### config.mk
export PLATFORM = sky130hd
export DESIGN_NAME = vga_pattern_core_flat
export DESIGN_NICKNAME = d
export VERILOG_FILES = /design/src/rtl/vga_pattern_core_if.sv /design/src/rtl/vga_pattern_core.sv /design/src/flat_wrapper.sv
export SDC_FILE = /design/constraint.sdc
export NUM_CORES = 1
export LEC_CHECK = 0
export ABC_AREA = 1
export BUFFER_PORTS_ARGS = -buffer_cell sky130_fd_sc_hd__buf_4
export CORE_ASPECT_RATIO = 1.2
export CORE_MARGIN = 4
export CORE_UTILIZATION = 56
export CTS_CLUSTER_SIZE = 25
export DETAILED_ROUTE_END_ITERATION = 12
export GPL_TIMING_DRIVEN = 0
export HOLD_SLACK_MARGIN = 0.15
export PLACE_DENSITY = 0.74
export SLEW_MARGIN = 20
export SYNTH_ARGS = -nofsm -noshare
export SYNTH_HDL_FRONTEND = slang
export SYNTH_SLANG_ARGS = --single-unit
### constraint.sdc
create_clock -name i_clk -period 2.19 [get_ports i_clk]
set_input_delay 0.3285 -clock i_clk [delete_from_list [all_inputs] [get_ports i_clk]]
set_output_delay 0.3285 -clock i_clk [all_outputs]
set_load 0.1 [all_outputs]
### src/rtl/vga_pattern_core_if.sv
// Video bundle between the pattern core and the VGA connector.
// Control inputs (switch, mode) travel toward the core; sync, position and colour come back out.
interface vga_pattern_core_if #(
  parameter int C_BITS = 1
);
  logic [7:0]          switch;
  logic [1:0]          mode;
  logic                hsync;
  logic                vsync;
  logic                video_on;
  logic                frame_start;
  logic [10:0]         pixel_x;
  logic [10:0]         pixel_y;
  logic [3*C_BITS-1:0] rgb;

  modport master (
    input  switch, mode,
    output hsync, vsync, video_on, frame_start, pixel_x, pixel_y, rgb
  );

  modport slave (
    output switch, mode,
    input  hsync, vsync, video_on, frame_start, pixel_x, pixel_y, rgb
  );
endinterface

### src/rtl/vga_pattern_core.sv
// VGA timing plus four-mode test-pattern generator with a pixel-tick divider.
// Every output is registered on the pixel tick from the same hc/vc, so all of them describe one pixel.
module vga_pattern_core #(
  parameter int   CLK_DIV  = 4,
  parameter int   H_ACTIVE = 640,
  parameter int   H_FP     = 16,
  parameter int   H_SYNC   = 96,
  parameter int   H_BP     = 48,
  parameter int   V_ACTIVE = 480,
  parameter int   V_FP     = 10,
  parameter int   V_SYNC   = 2,
  parameter int   V_BP     = 33,
  parameter int   C_BITS   = 1,
  parameter logic HS_POL   = 1'b0,
  parameter logic VS_POL   = 1'b0
) (
  input logic                i_clk,
  input logic                i_rst_n,
  vga_pattern_core_if.master io_vga
);

  localparam int         DIV_W    = (CLK_DIV > 1) ? $clog2(CLK_DIV) : 1;
  localparam int         RGB_W    = 3 * C_BITS;
  localparam [DIV_W-1:0] DIV_LAST = DIV_W'(CLK_DIV - 1);
  localparam [10:0]      H_LAST   = 11'(H_ACTIVE + H_FP + H_SYNC + H_BP - 1);
  localparam [10:0]      V_LAST   = 11'(V_ACTIVE + V_FP + V_SYNC + V_BP - 1);
  localparam [10:0]      H_VIS    = 11'(H_ACTIVE);
  localparam [10:0]      V_VIS    = 11'(V_ACTIVE);
  localparam [10:0]      HS_FIRST = 11'(H_ACTIVE + H_FP);
  localparam [10:0]      HS_LAST  = 11'(H_ACTIVE + H_FP + H_SYNC - 1);
  localparam [10:0]      VS_FIRST = 11'(V_ACTIVE + V_FP);
  localparam [10:0]      VS_LAST  = 11'(V_ACTIVE + V_FP + V_SYNC - 1);
  localparam [10:0]      BAR_LAST = 11'(H_ACTIVE / 8 - 1);

  logic [DIV_W-1:0] r_div;
  logic [10:0]      r_hc;
  logic [10:0]      r_vc;
  logic [10:0]      r_bar_cnt;
  logic [2:0]       r_bar_idx;
  logic [4:0]       r_frame;
  logic [1:0]       r_mode;
  logic [7:0]       r_sw;

  logic             r_hsync;
  logic             r_vsync;
  logic             r_video_on;
  logic             r_frame_start;
  logic [10:0]      r_pixel_x;
  logic [10:0]      r_pixel_y;
  logic [RGB_W-1:0] r_rgb;

  logic             w_tick;
  logic             w_h_wrap;
  logic             w_v_wrap;
  logic             w_first;
  logic             w_hs_act;
  logic             w_vs_act;
  logic             w_video;
  logic [1:0]       w_mode;
  logic [7:0]       w_sw;
  logic [3:0]       w_k;
  logic [2:0]       w_bsel;
  logic [RGB_W-1:0] w_base;
  logic [RGB_W-1:0] w_rgb;

  assign w_tick   = (r_div == DIV_LAST);
  assign w_h_wrap = (r_hc == H_LAST);
  assign w_v_wrap = (r_vc == V_LAST);
  assign w_first  = (r_hc == 11'd0) && (r_vc == 11'd0);
  assign w_hs_act = (r_hc >= HS_FIRST) && (r_hc <= HS_LAST);
  assign w_vs_act = (r_vc >= VS_FIRST) && (r_vc <= VS_LAST);
  assign w_video  = (r_hc < H_VIS) && (r_vc < V_VIS);

  // Pixel-tick divider
  always_ff @(posedge i_clk or negedge i_rst_n) begin
    if (!i_rst_n) begin
      r_div <= {DIV_W{1'b0}};
    end else if (w_tick) begin
      r_div <= {DIV_W{1'b0}};
    end else begin
      r_div <= r_div + {{(DIV_W-1){1'b0}}, 1'b1};
    end
  end

  // Horizontal and vertical position counters
  always_ff @(posedge i_clk or negedge i_rst_n) begin
    if (!i_rst_n) begin
      r_hc <= 11'd0;
      r_vc <= 11'd0;
    end else if (w_tick) begin
      if (w_h_wrap) begin
        r_hc <= 11'd0;
        r_vc <= w_v_wrap ? 11'd0 : r_vc + 11'd1;
      end else begin
        r_hc <= r_hc + 11'd1;
      end
    end
  end

  // Colour-bar position tracked by a pixel counter and bar index
  always_ff @(posedge i_clk or negedge i_rst_n) begin
    if (!i_rst_n) begin
      r_bar_cnt <= 11'd0;
      r_bar_idx <= 3'd0;
    end else if (w_tick) begin
      if (w_h_wrap) begin
        r_bar_cnt <= 11'd0;
        r_bar_idx <= 3'd0;
      end else if (r_bar_cnt == BAR_LAST) begin
        r_bar_cnt <= 11'd0;
        r_bar_idx <= r_bar_idx + 3'd1;
      end else begin
        r_bar_cnt <= r_bar_cnt + 11'd1;
      end
    end
  end

  // Frame counter and once-per-frame control capture
  always_ff @(posedge i_clk or negedge i_rst_n) begin
    if (!i_rst_n) begin
      r_frame <= 5'd0;
      r_mode  <= 2'd0;
      r_sw    <= 8'd0;
    end else begin
      if (w_tick && w_h_wrap && w_v_wrap) begin
        r_frame <= r_frame + 5'd1;
      end
      if (w_tick && w_first) begin
        r_mode <= io_vga.mode;
        r_sw   <= io_vga.switch;
      end
    end
  end

  // Pixel (0,0) already uses the controls being captured, so the whole frame is consistent
  always_comb begin
    w_mode = r_mode;
    w_sw   = r_sw;
    if (w_first) begin
      w_mode = io_vga.mode;
      w_sw   = io_vga.switch;
    end else begin
      w_mode = r_mode;
      w_sw   = r_sw;
    end
  end

  // Pattern colour for the current hc/vc
  always_comb begin
    w_base = {{C_BITS{w_sw[2]}}, {C_BITS{w_sw[1]}}, {C_BITS{w_sw[0]}}};
    w_k    = {1'b0, w_sw[5:3]};
    w_bsel = 3'd2 + {1'b0, w_sw[7:6]};
    w_rgb  = {RGB_W{1'b0}};
    case (w_mode)
      2'd0: w_rgb = w_base;
      2'd1: w_rgb = {{C_BITS{r_bar_idx[2]}}, {C_BITS{r_bar_idx[1]}}, {C_BITS{r_bar_idx[0]}}};
      2'd2: w_rgb = (r_hc[w_k] ^ r_vc[w_k]) ? w_base : {RGB_W{1'b0}};
      2'd3: w_rgb = r_frame[w_bsel] ? ~w_base : w_base;
      default: w_rgb = {RGB_W{1'b0}};
    endcase
  end

  // Output stage: everything sampled from the same pre-increment position
  always_ff @(posedge i_clk or negedge i_rst_n) begin
    if (!i_rst_n) begin
      r_hsync       <= ~HS_POL;
      r_vsync       <= ~VS_POL;
      r_video_on    <= 1'b0;
      r_frame_start <= 1'b0;
      r_pixel_x     <= 11'd0;
      r_pixel_y     <= 11'd0;
      r_rgb         <= {RGB_W{1'b0}};
    end else begin
      r_frame_start <= w_tick && w_first;
      if (w_tick) begin
        r_hsync    <= w_hs_act ? HS_POL : ~HS_POL;
        r_vsync    <= w_vs_act ? VS_POL : ~VS_POL;
        r_video_on <= w_video;
        r_pixel_x  <= r_hc;
        r_pixel_y  <= r_vc;
        r_rgb      <= w_video ? w_rgb : {RGB_W{1'b0}};
      end
    end
  end

  assign io_vga.hsync       = r_hsync;
  assign io_vga.vsync       = r_vsync;
  assign io_vga.video_on    = r_video_on;
  assign io_vga.frame_start = r_frame_start;
  assign io_vga.pixel_x     = r_pixel_x;
  assign io_vga.pixel_y     = r_pixel_y;
  assign io_vga.rgb         = r_rgb;

endmodule

### src/flat_wrapper.sv
// flat-port wrapper written by rule: the top's interface ports become plain ports
module vga_pattern_core_flat 
#(
  parameter int   CLK_DIV  = 4,
  parameter int   H_ACTIVE = 640,
  parameter int   H_FP     = 16,
  parameter int   H_SYNC   = 96,
  parameter int   H_BP     = 48,
  parameter int   V_ACTIVE = 480,
  parameter int   V_FP     = 10,
  parameter int   V_SYNC   = 2,
  parameter int   V_BP     = 33,
  parameter int   C_BITS   = 1,
  parameter logic HS_POL   = 1'b0,
  parameter logic VS_POL   = 1'b0
)
  (i_clk, i_rst_n, io_vga_switch, io_vga_mode, io_vga_hsync, io_vga_vsync, io_vga_video_on, io_vga_frame_start, io_vga_pixel_x, io_vga_pixel_y, io_vga_rgb);
  vga_pattern_core_if #(.C_BITS(C_BITS)) io_vga_i ();
  input logic i_clk;
  input logic i_rst_n;
  input wire logic [$bits(io_vga_i.switch)-1:0] io_vga_switch;
  input wire logic [$bits(io_vga_i.mode)-1:0] io_vga_mode;
  output wire logic [$bits(io_vga_i.hsync)-1:0] io_vga_hsync;
  output wire logic [$bits(io_vga_i.vsync)-1:0] io_vga_vsync;
  output wire logic [$bits(io_vga_i.video_on)-1:0] io_vga_video_on;
  output wire logic [$bits(io_vga_i.frame_start)-1:0] io_vga_frame_start;
  output wire logic [$bits(io_vga_i.pixel_x)-1:0] io_vga_pixel_x;
  output wire logic [$bits(io_vga_i.pixel_y)-1:0] io_vga_pixel_y;
  output wire logic [$bits(io_vga_i.rgb)-1:0] io_vga_rgb;
  assign io_vga_i.switch = io_vga_switch;
  assign io_vga_i.mode = io_vga_mode;
  assign io_vga_hsync = io_vga_i.hsync;
  assign io_vga_vsync = io_vga_i.vsync;
  assign io_vga_video_on = io_vga_i.video_on;
  assign io_vga_frame_start = io_vga_i.frame_start;
  assign io_vga_pixel_x = io_vga_i.pixel_x;
  assign io_vga_pixel_y = io_vga_i.pixel_y;
  assign io_vga_rgb = io_vga_i.rgb;
  vga_pattern_core #(.CLK_DIV(CLK_DIV), .H_ACTIVE(H_ACTIVE), .H_FP(H_FP), .H_SYNC(H_SYNC), .H_BP(H_BP), .V_ACTIVE(V_ACTIVE), .V_FP(V_FP), .V_SYNC(V_SYNC), .V_BP(V_BP), .C_BITS(C_BITS), .HS_POL(HS_POL), .VS_POL(VS_POL)) u_core (.i_clk(i_clk), .i_rst_n(i_rst_n), .io_vga(io_vga_i));
endmodule
==> flow_metrics.env, run 1 <==
export IMPL_status="complete, no violations"
export IMPL_reg2regPathDepth=19
export IMPL_rows=35
export IMPL_finalCriticalPeriod_ns=2.17
export IMPL_finalNetCount=640
export IMPL_regArea_um2=2060
export IMPL_grt_antenna_before_repair=0
export IMPL_fmax_ghz=0.460
export IMPL_hp_start="io_vga_switch[6]"
export IMPL_cap_violations=0
export IMPL_cts_tree="built"
export IMPL_min_path_type="input port to register"
export IMPL_cp_required_ns=2.48
export IMPL_root_buffer="clkbuf_8"
export IMPL_grt_util_all_layers=0.240
export IMPL_rrSetupSlack_ns=0.02
export IMPL_ir_drop_uv=523
export IMPL_via_count=3930
export IMPL_dp_slack_ns=-0.124
export IMPL_grt_pass1_vias=3898
export IMPL_detail_route_vias_per_cell=5.49
export IMPL_wl_mm=10.6
export IMPL_fin_skew_ns=0.0155
export IMPL_drtIter0Drc=320
export IMPL_dp_hpwl_mm=7.47
export IMPL_syn_area_um2=4440
export IMPL_yosys_top_cells_area="dfrtp_1 45%, nand2_1 11%, nand3_1 6.3%"
export IMPL_hold_violations=0
export IMPL_fin_ws_ns=0.0163
export IMPL_end_kind="register"
export IMPL_worstHoldPathCells=3
export IMPL_slew_violations=0
export IMPL_rsz0062_at_grt="yes"
export IMPL_cts_sinks=82
export IMPL_cts_buffers=9
export IMPL_setup_tns_ns=0
export IMPL_total_power_uw=2970
export IMPL_slew_headroom=0.599
export IMPL_syn_area_per_cell_um2=8.02
export IMPL_gp_congestion=0.892
export IMPL_multi_input_area_um2=2120
export IMPL_ys_seq_area_frac=0.463
export IMPL_cts_clk_slew_worst_paths_ns=0.08
export IMPL_area_growth_pct=20.3
export IMPL_synth_cell_types=43
export IMPL_port_buffers=40
export IMPL_overflow=0
export IMPL_antenna_left=0
export IMPL_design_area_um2=5340
export IMPL_min_to="u_core.r_sw[6]"
export IMPL_finalSetupViolCount=0
export IMPL_drive_above_1_share=0.215
export IMPL_crit_fanout=5
export IMPL_antenna_cells=0
export IMPL_cp_arrival_ns=2.46
export IMPL_start_util=0.576
export IMPL_timing_hold_ws_ns=0.215
export IMPL_ys_ff_latch=82
export IMPL_pin_count=41
export IMPL_fillers=608
export IMPL_leakage_uw=0.00261
export IMPL_syn_num_nets=574
export IMPL_first_pass_iters=5
export IMPL_die_area_um2=9420
export IMPL_syn_inst=553
export IMPL_grt_max_degree=83
export IMPL_htreeDepth=3
export IMPL_rr_endpoint="u_core.io_vga.rgb[0]"
export IMPL_power_density_nw_per_um2=557
export IMPL_clockBufferDepth=2
export IMPL_grt_first_pass_wirelength_mm=18.0
export IMPL_yosys_warnings=0
export IMPL_coreArea_um2=7710
export IMPL_clock_latency_ns=0.36
export IMPL_synth_top_area_share=0.451
export IMPL_start_kind="register"
export IMPL_worstMarginPinSlew_ns=0.602
export IMPL_synth_area_leader_cell="dfrtp_1"
export IMPL_wl_per_cell_um=14.8
export IMPL_die_w_um=89.3
export IMPL_reg2reg_from="u_core.r_hc[0]"
export IMPL_crit_type="register to register"
export IMPL_period_share=0.993
export IMPL_post_dp_cell_area_um2=4850
export IMPL_die_h_um=106
export IMPL_drc=0
[state kept, by name, summed over array words and instances (netlist names), 2 cells and up]
name	flops
u_core.r_bar_idx	3
u_core.r_vc	11
u_core.r_div	2
u_core.io_vga.pixel_y	11
u_core.r_frame	5
u_core.r_mode	2
u_core.r_hc	11
u_core.r_bar_cnt	11
u_core.io_vga.pixel_x	11
u_core.r_sw	8
u_core.io_vga.rgb	3
[worst max-delay path, cell delays in order (launching register included)]
cell	delay (ns)
dfrtp_1	0.43
inv_2	0.11
ha_4	0.14
inv_2	0.03
nor2_2	0.10
nand2_2	0.10
nor2_4	0.15
nand3_4	0.11
inv_4	0.10
buf_8	0.11
nor2_2	0.03
a21oi_2	0.13
inv_2	0.08
nor2_4	0.13
nand3_1	0.10
nand2_1	0.07
inv_1	0.03
nand2_1	0.05
nand2_1	0.05
nand2_1	0.05
[metrics by stage]
step,cells,util
6_report,716,0.692
3_5_place_dp,685,0.630
2_1_floorplan,553,-
4_1_cts,708,0.667
3_3_place_gp,685,0.630
5_1_grt,716,0.692
[metal layers]
metal	vias to the layer above	GRT usage	routed length (um)
met2	107	0.395	5090
met4	0	0.0957	369
met3	33	0.0281	400
met5	-	0	0
li1	1936	-	-
met1	1854	0.319	4700
[cell families (layout without fill, tap and decap cells)]
group                    count (synthesis)  after routing  synth area share
AND/OR/NAND/NOR                        286            286             0.305
buffers and inverters                   87            158            0.0804
flip-flops                              82             82             0.463
AO/OA/AOI/OAI                           73             73            0.0945
XOR/XNOR                                15             15            0.0296
adder cells (fa/ha/maj)                  9              9            0.0254
multiplexers                             1              1           0.00254
[cell usage after synthesis, drive strengths merged]
master     n
a2111oi    1
a211oi     1
a21oi     14
a22oi      1
a32o       1
and3       1
buf        5
clkbuf     6
dfrtp     80
dfstp      2
ha         9
inv       76
mux2       1
nand2    139
nand3     60
nand4      7
nor2      53
nor3      13
nor3b      3
nor4      10
o211ai     1
o21a       3
o21ai     47
o22ai      1
o31ai      1
o32ai      1
o41ai      1
xnor2      4
xor2      11
[area by class of cell]
class,instances,area share
Clock inverter,2,0.0113
Buffer,11,0.0148
Timing Repair Buffer,55,0.0849
Tap cell,92,0.0216
Clock buffer,14,0.0305
Inverter,76,0.0544
Multi-Input combinational cell,384,0.397
Sequential cell,82,0.385
[placed cells by master, fill, tap and decap left out, types with 2 or more instances in the layout]
cell,count
nor4_1,7
nor3_1,12
o21ai_2,3
xnor2_1,4
xor2_1,11
nor4_2,2
nor2_1,40
ha_4,2
inv_2,13
nor2_4,5
ha_1,7
nand2_1,129
dfrtp_1,79
clkbuf_1,8
nor2_2,7
o21a_1,3
nand3_1,54
bufinv_16,2
buf_4,52
nand2_2,10
a21oi_1,9
dfstp_2,2
nand3_2,3
nor3b_1,3
buf_6,3
inv_1,61
o21ai_0,43
a21oi_2,4
clkbuf_8,11
inv_4,2
nand4_1,7
nand3_4,3
[power breakdown]
part           switching (uW)  leakage (uW)  internal, uW
logic                     138       0.00143          61.0
registers                8.75       0.00106          1530
clock network             530      0.000111           707
total                     677       0.00261          2300
[worst max path at each step]
stage / endpoint / from
after floorplan: u_core.io_vga.rgb[0] / u_core.r_hc[0]
after global placement: u_core.io_vga.rgb[2] / u_core.r_vc[0]
after detailed placement: u_core.r_frame[4] / u_core.r_hc[0]
after CTS: u_core.io_vga.rgb[0] / u_core.r_vc[0]
after global routing: u_core.io_vga.rgb[1] / u_core.r_hc[0]
final: u_core.io_vga.rgb[0] / u_core.r_hc[0]
[repair_timing]
item,in CTS,in global routing
setup endpoints to repair,8,13
endpoints found under the hold margin,0,28
resized for setup,12,26
buffers inserted,7,5
cloned,0,1
hold buffers,0,1
pin swaps,5,9
No activity file was read; power rests on OpenSTA's default activity.
==> run 2: changes to the inputs <==
--- a/config.mk
+++ b/config.mk
@@ -7,6 +7,7 @@
 export LEC_CHECK = 0
 export ABC_AREA = 1
 export BUFFER_PORTS_ARGS = -buffer_cell sky130_fd_sc_hd__buf_4
+export CAP_MARGIN = 30
 export CORE_ASPECT_RATIO = 1.2
 export CORE_MARGIN = 4
 export CORE_UTILIZATION = 56
@@ -15,6 +16,7 @@
 export GPL_TIMING_DRIVEN = 0
 export HOLD_SLACK_MARGIN = 0.15
 export PLACE_DENSITY = 0.74
+export REMOVE_ABC_BUFFERS = 1
 export SLEW_MARGIN = 20
 export SYNTH_ARGS = -nofsm -noshare
 export SYNTH_HDL_FRONTEND = slang
==> flow_metrics.env, run 2 (synthesis results as in run 1) <==
export IMPL_status="complete, no violations"
export IMPL_drc=0
export IMPL_finalNetCount=634
export IMPL_grt_first_pass_wirelength_mm=16.8
export IMPL_start_kind="register"
export IMPL_cap_violations=0
export IMPL_detail_route_vias_per_cell=5.52
export IMPL_root_buffer="clkbuf_8"
export IMPL_end_kind="register"
export IMPL_cp_required_ns=2.42
export IMPL_place_inst=675
export IMPL_min_path_type="input port to register"
export IMPL_crit_slowest_cell="dfrtp_1"
export IMPL_gp_congestion=0.919
export IMPL_area_growth_pct=20.7
export IMPL_met3WireLength_um=508
export IMPL_wl_mm=10.1
export IMPL_start_util=0.576
export IMPL_slew_violations=0
export IMPL_port_buffers=40
export IMPL_pin_count=41
export IMPL_worstMarginPinSlew_ns=0.569
export IMPL_dp_slack_ns=-0.834
export IMPL_top_layer_used="met4"
export IMPL_crit_fanout=5
export IMPL_antenna_left=0
export IMPL_final_cells=710
export IMPL_dp_hpwl_mm=6.93
export IMPL_finalCriticalPeriod_ns=2.18
export IMPL_wl_per_cell_um=14.3
export IMPL_rows=35
export IMPL_cts_buffers=9
export IMPL_fmax_ghz=0.459
export IMPL_coreArea_um2=7710
export IMPL_cts_tree="built"
export IMPL_die_w_um=89.3
export IMPL_post_dp_cell_area_um2=4810
export IMPL_fin_skew_ns=0.00991
export IMPL_clock_latency_ns=0.35
export IMPL_grt_pass1_vias=3710
export IMPL_setup_tns_ns=0
export IMPL_finalSetupViolCount=0
export IMPL_die_area_um2=9420
export IMPL_rsz0062_at_grt="yes"
export IMPL_met2WireLength_mm=4.99
export IMPL_htreeDepth=3
export IMPL_crit_chain="inv_2 > ha_4 > inv_2 > nor2_4 > nand2_4 > nor2_4 > nand3_4 > inv_8 > nand2_1 > nand2_2 > nand2_2 > nand3_2 > nand3_1 > nand3_1 > nand2_1 > inv_1 > nand2_2 > nand2_1 > nand2_1"
export IMPL_ir_drop_uv=535
export IMPL_period_share=0.996
export IMPL_power_density_nw_per_um2=557
export IMPL_mostFrequentLayoutCells="125 x nand2_1, 77 x dfrtp_1, 61 x inv_1"
export IMPL_grt_antenna_before_repair=0
export IMPL_die_h_um=106
export IMPL_cts_sinks=82
export IMPL_fillers=607
export IMPL_clockBufferDepth=2
export IMPL_cp_arrival_ns=2.41
export IMPL_wirelength_met1_mm=4.44
export IMPL_cts_clk_slew_worst_paths_ns=0.08
export IMPL_drive_above_1_share=0.233
export IMPL_cp_slowest_stage_delay_ns=0.41
export IMPL_design_area_um2=5350
export IMPL_crit_type="register to register"
export IMPL_first_pass_iters=5
export IMPL_hold_violations=0
export IMPL_grt_util_all_layers=0.222
export IMPL_total_power_uw=2980
export IMPL_fin_ws_ns=0.00927
export IMPL_overflow=0
export IMPL_antenna_cells=0
export IMPL_via_count=3922
export IMPL_drtIter0Drc=267
export IMPL_leakage_uw=0.00261
export IMPL_path_common_cell="nand2_1"
export IMPL_final_common_cell="nand2_1"
export IMPL_slew_headroom=0.617
export IMPL_grt_max_degree=55
run 2: area by class of cell:
type | count | area (um2) | area share
timing repair inverter | 1 | 6.26 | 0.00117
clock inverter | 4 | 73.8 | 0.0138
sequential | 82 | 2060 | 0.384
inverter | 76 | 303 | 0.0566
multi-input combinational | 384 | 2180 | 0.407
clock buffer | 12 | 155 | 0.0290
timing repair buffer | 59 | 465 | 0.0869
tap | 92 | 115 | 0.0215
run 2: layer usage:
layer	up-vias	track usage
met1	1866	0.298
met2	110	0.360
li1	1924	-
met5	-	0
met4	0	0.0649
met3	22	0.0438
run 2: timing repair:
action / in CTS / in global routing
setup buffers: 8 / 9
gates cloned: 0 / 1
hold endpoints to repair: 36 / 0
pin swaps: 5 / 18
gates resized for setup: 20 / 34
hold buffers: 1 / 0
endpoints found under the setup margin: 26 / 10
run 2: path summary, 6_finish.rpt:
kind	startpoint	endpoint	slack [ns]	depth (start not counted)
worst max-delay path	u_core.r_hc[0]	u_core.io_vga.rgb[1]	0.009	19
worst min-delay path	io_vga_switch[3]	u_core.r_sw[3]	0.21	3
worst max register to register	u_core.r_hc[0]	u_core.io_vga.rgb[1]	0.009	19
worst min register to register	u_core.r_div[0]	u_core.r_div[0]	0.47	1
max in group asynchronous	i_rst_n	u_core.r_frame[1]	1.13	3
min in group asynchronous	i_rst_n	u_core.io_vga.pixel_y[8]	0.49	2
run 2: where the power goes:
group,internal [uW],total (uW),switching [uW]
Sequential,1530,1540,9.12
Combinational,61.9,203,141
Clock,706,1240,538
run 2: metrics by stage:
stage	hold WS [ns]	utilization
after detailed placement	0.338	0.624
final	0.210	0.695
after global routing	0.219	0.695
after floorplan	0.0329	-
after global placement	0.414	0.620
after CTS	0.203	0.669
run 2: critical path, delay by kind of cell, from the launching register on:
family | cells | cell delay [ns]
adders and majority gates | 1 | 0.13
buffers and inverters | 4 | 0.31
DFF | 1 | 0.41
and+or+nand+nor | 14 | 1.19
